File: src/rtl/cpu_ctrl_pkg.sv
// Shared types and default timing constants for the RV32I pipeline stall/flush scheduler.
package cpu_ctrl_pkg;

  typedef enum logic [2:0] {
    RUN     = 3'd0,
    MEMWAIT = 3'd1,
    PURGE   = 3'd2,
    HALTED  = 3'd3,
    STEP    = 3'd4
  } ctrl_state_e;

  localparam int PURGE_CYC_DEF  = 2;
  localparam int MEM_TO_CYC_DEF = 255;

endpackage

File: src/rtl/stall_perf_cnt.sv
// Free-running count of stalled cycles; wraps, cleared only by reset.
module stall_perf_cnt #(
  parameter int CNT_W = 32
) (
  input  logic             clk,
  input  logic             rst,
  input  logic             en,
  output logic [CNT_W-1:0] cnt
);

  always_ff @(posedge clk) begin
    if (rst)     cnt <= '0;
    else if (en) cnt <= cnt + CNT_W'(1);
  end

endmodule

File: src/rtl/pipeline_stall_ctrl.sv
// Global stall/flush scheduler: merges load-use, dmem wait, jump purge and debug
// halt/step into one stall and one flush for the 5-stage pipeline.
module pipeline_stall_ctrl
  import cpu_ctrl_pkg::*;
#(
  parameter int PURGE_CYC  = PURGE_CYC_DEF,
  parameter int MEM_TO_CYC = MEM_TO_CYC_DEF,
  parameter int CNT_W      = 32
) (
  input  logic             clk,
  input  logic             rst,
  input  logic             ld_use_req,
  input  logic             jmp_purge_ma,
  input  logic             dmem_req,
  input  logic             dmem_ack,
  input  logic             cpu_stop,
  input  logic             cpu_start,
  input  logic             cpu_step,
  output logic             stall,
  output logic             flush,
  output logic             halted,
  output logic             mem_err,
  output logic [CNT_W-1:0] stall_cnt
);

  localparam logic [2:0] PURGE_LD    = 3'(PURGE_CYC - 1);
  localparam logic [7:0] MEM_TO      = 8'(MEM_TO_CYC);
  localparam bit         PURGE_MULTI = (PURGE_CYC > 1);

  ctrl_state_e state_q, state_d;
  logic [2:0]  purge_cnt, purge_d;
  logic [7:0]  wait_cnt, wait_d;
  logic        ret_halt, ret_d;
  logic        err_set;
  ctrl_state_e exit_st;

  // MEMWAIT/PURGE entered from a single step must land back in HALTED.
  assign exit_st = ret_halt ? HALTED : RUN;

  always_comb begin
    state_d = state_q;
    purge_d = purge_cnt;
    wait_d  = wait_cnt;
    ret_d   = ret_halt;
    err_set = 1'b0;
    stall   = 1'b0;
    flush   = 1'b0;
    halted  = 1'b0;
    case (state_q)
      RUN, STEP: begin
        halted = (state_q == STEP);
        if (jmp_purge_ma) begin
          flush = 1'b1;
          if (PURGE_MULTI) begin
            state_d = PURGE;
            purge_d = PURGE_LD;
            ret_d   = (state_q == STEP);
          end else begin
            state_d = (state_q == STEP) ? HALTED : RUN;
          end
        end else if (dmem_req && !dmem_ack) begin
          stall   = 1'b1;
          state_d = MEMWAIT;
          wait_d  = 8'd1;
          ret_d   = (state_q == STEP);
        end else if (ld_use_req) begin
          // A load-use bubble during a step keeps the step pending until it issues.
          stall = 1'b1;
        end else if (state_q == STEP || cpu_stop) begin
          state_d = HALTED;
        end
      end
      MEMWAIT: begin
        stall = 1'b1;
        if (dmem_ack) begin
          state_d = exit_st;
          ret_d   = 1'b0;
        end else if (wait_cnt >= MEM_TO) begin
          err_set = 1'b1;
          state_d = exit_st;
          ret_d   = 1'b0;
        end else begin
          wait_d = wait_cnt + 8'd1;
        end
      end
      PURGE: begin
        flush = 1'b1;
        if (jmp_purge_ma) begin
          purge_d = PURGE_LD;
        end else if (purge_cnt <= 3'd1) begin
          purge_d = 3'd0;
          state_d = exit_st;
          ret_d   = 1'b0;
        end else begin
          purge_d = purge_cnt - 3'd1;
        end
      end
      HALTED: begin
        stall  = 1'b1;
        halted = 1'b1;
        if (cpu_start)     state_d = RUN;
        else if (cpu_step) state_d = STEP;
      end
      default: state_d = RUN;
    endcase
  end

  always_ff @(posedge clk) begin
    if (rst) begin
      state_q   <= RUN;
      purge_cnt <= '0;
      wait_cnt  <= '0;
      ret_halt  <= 1'b0;
      mem_err   <= 1'b0;
    end else begin
      state_q   <= state_d;
      purge_cnt <= purge_d;
      wait_cnt  <= wait_d;
      ret_halt  <= ret_d;
      mem_err   <= mem_err | err_set;
    end
  end

  stall_perf_cnt #(.CNT_W(CNT_W)) u_perf (
    .clk (clk),
    .rst (rst),
    .en  (stall),
    .cnt (stall_cnt)
  );

endmodule

File: config.mk
export PLATFORM = sky130hd
export DESIGN_NAME = pipeline_stall_ctrl
export DESIGN_NICKNAME = d
export VERILOG_FILES = /design/src/rtl/cpu_ctrl_pkg.sv /design/src/rtl/stall_perf_cnt.sv /design/src/rtl/pipeline_stall_ctrl.sv
export SDC_FILE = /design/constraint.sdc
export NUM_CORES = 1
export LEC_CHECK = 0
export ABC_CLOCK_PERIOD_IN_PS = 2560
export CELL_PAD_IN_SITES_DETAIL_PLACEMENT = 1
export CELL_PAD_IN_SITES_GLOBAL_PLACEMENT = 1
export CORE_ASPECT_RATIO = 0.8
export CORE_MARGIN = 5
export CORE_UTILIZATION = 36
export DETAILED_ROUTE_END_ITERATION = 8
export PLACE_DENSITY_LB_ADDON = 0.1
export RECOVER_POWER = 100
export SLEW_MARGIN = 20
export SYNTH_ARGS = -nofsm -noshare
export SYNTH_HDL_FRONTEND = slang
export SYNTH_HIERARCHICAL = 1
export SYNTH_SLANG_ARGS = --single-unit
File: constraint.sdc
create_clock -name clk -period 2.56 [get_ports clk]
set_input_delay 0.64 -clock clk [delete_from_list [all_inputs] [get_ports clk]]
set_output_delay 0.64 -clock clk [all_outputs]
set_load 0.05 [all_outputs]
==> results.md <==
- Run status: completed
- CP delay by family, top: buffers and inverters
- Slowest cell on crit path: or3_4
- Core area: 6925 um2
- I/O Buffers: between 40 and 50
- Minimum clock period: 2.481 ns
- Pwr dens: 598.2 nW/um2
- Number of synthesized flops with an enable pin: 0
- Die ar.: roughly 9000 um2
- P_leak: 1.239 nW
- Max Root-Sink Buffers: 2
- Finished Layout Cells: ~450
- Final Skew: 0.01176 ns
- Cells after Synth: slightly below 300
- Routability cong.: approximately 0.74
- Core Rows: 27
- Clock network fraction of total power: a little over a quarter
- Logic pwr share: roughly 32%
- Async SR Flop Fraction: 0%
- Period utilization: slightly below 100%
- Number of placed I/O pins: 45
- Area Overhead vs Synth: 31.09%
- Post-synth cell types: 57
- Vias per cell: around 5.6
- Max incr delay on CP: between 0.3 and 0.4 ns
- Share of power burned in registers: 40.7%
- Req. time, crit path: between 1.5 and 2 ns
- Worst r2r dst: state_q[1]$_SDFFE_PP0P_
- Cell Count Post-Placement: ~430
- Largest net degree at the start of global routing: 47
- Synthesized area per cell: 8.699 um2
- Sw frac: between 30% and 40%
- Critical path capture point type: output port
- Final Cell Area: roughly 3400 um2
- Yosys reg bits: 48
- Drt pass-1 iters: 4
- HP Start: ret_halt$_SDFFE_PP0P_
- Reg-to-Reg Start: state_q[2]$_SDFFE_PP0P_
- Clock root cell: clkbuf_8
- Residual DRC count: 0
- All-layer global routing usage: around 17%
- Fmax: between 0.4 and 0.5 GHz
- CTS tree: done
- Worst R2R Setup Slack: around 0.26 ns
- Avg WL per Cell: around 17 um
- Grt total ovfl: 0
- Cell Area, Placed: ~3200 um2
- Max-cap violations: 0
- Share of layout cells above drive strength 1: 12.53%
- Final antenna-violating net count: 0
- Clk Latency, worst-skew pair: about 0.3 ns
- CP Class: in2out
- Die W: around 100 um
- Net Switching: roughly 0.00068 W
- Sequential element share of the synthesized area: between 30% and 40%
- Routed WL: 7.544 mm
- Mapped Area: around 2600 um2
- TritonCTS Sinks: between 40 and 50
- RSZ-0062 raised after global routing: no
- First-pass GRT wire length: ~13 mm
- Via count: roughly 2600
- Startpoint Class: primary input
- Mapped Nets: 310
- Total inserted antenna cells: 0
- Vias in the first global route: between 2000 and 3000
- Measured slew at the worst slew-check pin: roughly 1.1 ns
- CTS clock-pin slew for the worst setup and hold paths: ~0.09 ns
- Hold Path End: ret_halt$_SDFFE_PP0P_
- Most common cell after layout, fill and taps aside: dfxtp_1
- Top_reg_cell synth: dfxtp_1
- Final nets: between 300 and 400
- Commonest non-fill, non-tap cells in the layout: 48 x dfxtp_1, 33 x dlygate4sd3_1, 24 x a21oi_1
- Final Hold Fails: 0
- CTS H-tree lvls: 2
- Hold buffers post-CTS: 0
- Slew Limit Fails: 0
- Inserted Clock Buffers: 5
- Initial antenna violation count: 0
- Die Ht: about 86 um
- VDD IR-drop max: between 0.2 and 0.25 mV
- First DRT Iteration DRCs: around 110
- Syn. warnings: 6
- HPWL after detailed placement: ~5.3 mm
- Worst Hold Class: reg2reg
- Worst path bufs/invs: 4
- P_int: ~0.0013 W
- CP arrival: approximately 1.8 ns
- Initial Util: 37.31%
- Hold depth: 2
- R2R depth: 5
- Overall power: a little over 0.002 W
- Final setup violation count: 0
- Slew Limit Headroom: between 20% and 30%
- CP cell instances: dlygate4sd2_1 > or3_4 > o22ai_4 > clkbuf_4 > buf_6 > buf_12
- Setup TNS: 0 ns
- Worst-path maximum fanout: 4
-- area by class of cell --
| class | instances | area [um2] |
|---|---|---|
| Tap cell | 87 | 108.9 |
| Clock buffer | 6 | 72.57 |
| Sequential cell | 48 | 960.9 |
| Multi-Input combinational cell | 229 | 1545 |
| Timing Repair Buffer | 75 | 638.1 |
| Clock inverter | 2 | 35.03 |
| Inverter | 7 | 26.28 |
| Fill cell | 842 | 3538 |
-- synth_stat cells (2+ instances only) --
master,count,area share [%]
nand2_1,21,3.1
nor3b_1,2,0.58
a21o_1,3,0.87
nand2b_1,3,0.73
inv_1,7,1.0
buf_6,2,0.87
o21ai_0,16,3.1
a31oi_1,2,0.48
or3_1,7,1.7
o31ai_1,15,4.4
or2b_1,2,0.58
and3_1,5,1.2
nor4_1,2,0.48
xnor2_1,5,1.7
buf_2,2,0.39
nand3_1,16,3.1
nor2b_1,3,0.73
clkbuf_1,8,1.2
nand4_1,11,2.7
xor2_1,8,2.7
dfxtp_1,48,37
and4_1,4,1.4
nor2_1,21,3.1
a311oi_1,4,1.4
mux2i_1,3,1.2
or3_4,2,0.87
a21oi_1,25,4.8
or4_1,16,4.6
ha_1,4,1.9
and3_2,2,0.58
o21ba_2,2,0.77
-- metal layers --
| metal | wire length, um | GRT usage (%) |
|---|---|---|
| met5 | 0 | 0 |
| met4 | 50 | 3.368 |
| met3 | 199 | 3.687 |
| met2 | 3568 | 28.12 |
| met1 | 3725 | 22.94 |
-- timing repair --
action                                 CTS  global route
buffers inserted                        13             0
endpoints found under the hold margin    0             0
setup endpoints to repair               10            13
pin swaps                                7             2
cloned                                   0             0
gates resized for setup                 10             3
-- power groups by stage --
stage               logic [W]  registers, W  clock network (W)
global route         0.000705      0.000832           0.000597
detailed placement   0.000688      0.000845                  0
floorplan            0.000416      0.000882                  0
global placement     0.000675      0.000843                  0
CTS                  0.000717      0.000828           0.000567
finish               0.000649      0.000826           0.000551
-- worst min-delay path: stages (launching register included) --
cell and delay (ns):
dfxtp_1 0.32, nand2_1 0.05, mux2i_1 0.06
-- state kept, by name (all words and copies together) (netlist names) --
register / cells
mem_err: 1
state_q: 3
u_perf/cnt: 32
ret_halt: 1
wait_cnt: 8
purge_cnt: 3
-- per-stage QoR --
stage                     hold WS (ns)  utilization, %  worst slack (ns)
after floorplan                 0.4349               -           -0.2093
after global placement          0.4495           46.90           -0.3419
after detailed placement        0.4529           46.90           -0.4123
after CTS                       0.4698           50.17           0.01081
after global routing            0.4979           48.91           0.02479
final                           0.4731           48.91           0.07928
-- logic make-up after synthesis --
family	Yosys count	synth area share, %
multiplexers	3	1.162
AND/OR/NAND/NOR	128	30.12
adder cells (fa/ha/maj)	4	1.937
AO/OA/AOI/OAI	81	21.45
buffers and inverters	20	3.729
XOR/XNOR	13	4.407
flip-flops	48	37.19
-- worst max path at each step --
stage	start	end	slack [ns]	depth (start not counted)
2_1_floorplan	jmp_purge_ma	u_perf/cnt[24]$_SDFFE_PP0P_	-0.21	7
3_3_place_gp	jmp_purge_ma	u_perf/cnt[29]$_SDFFE_PP0P_	-0.34	8
3_5_place_dp	jmp_purge_ma	u_perf/cnt[31]$_SDFFE_PP0P_	-0.41	8
4_1_cts	dmem_ack	u_perf/cnt[25]$_SDFFE_PP0P_	0.01	10
5_1_grt	jmp_purge_ma	u_perf/cnt[25]$_SDFFE_PP0P_	0.02	9
6_report	jmp_purge_ma	stall	0.08	6
No activity file was read; power rests on OpenSTA's default activity.
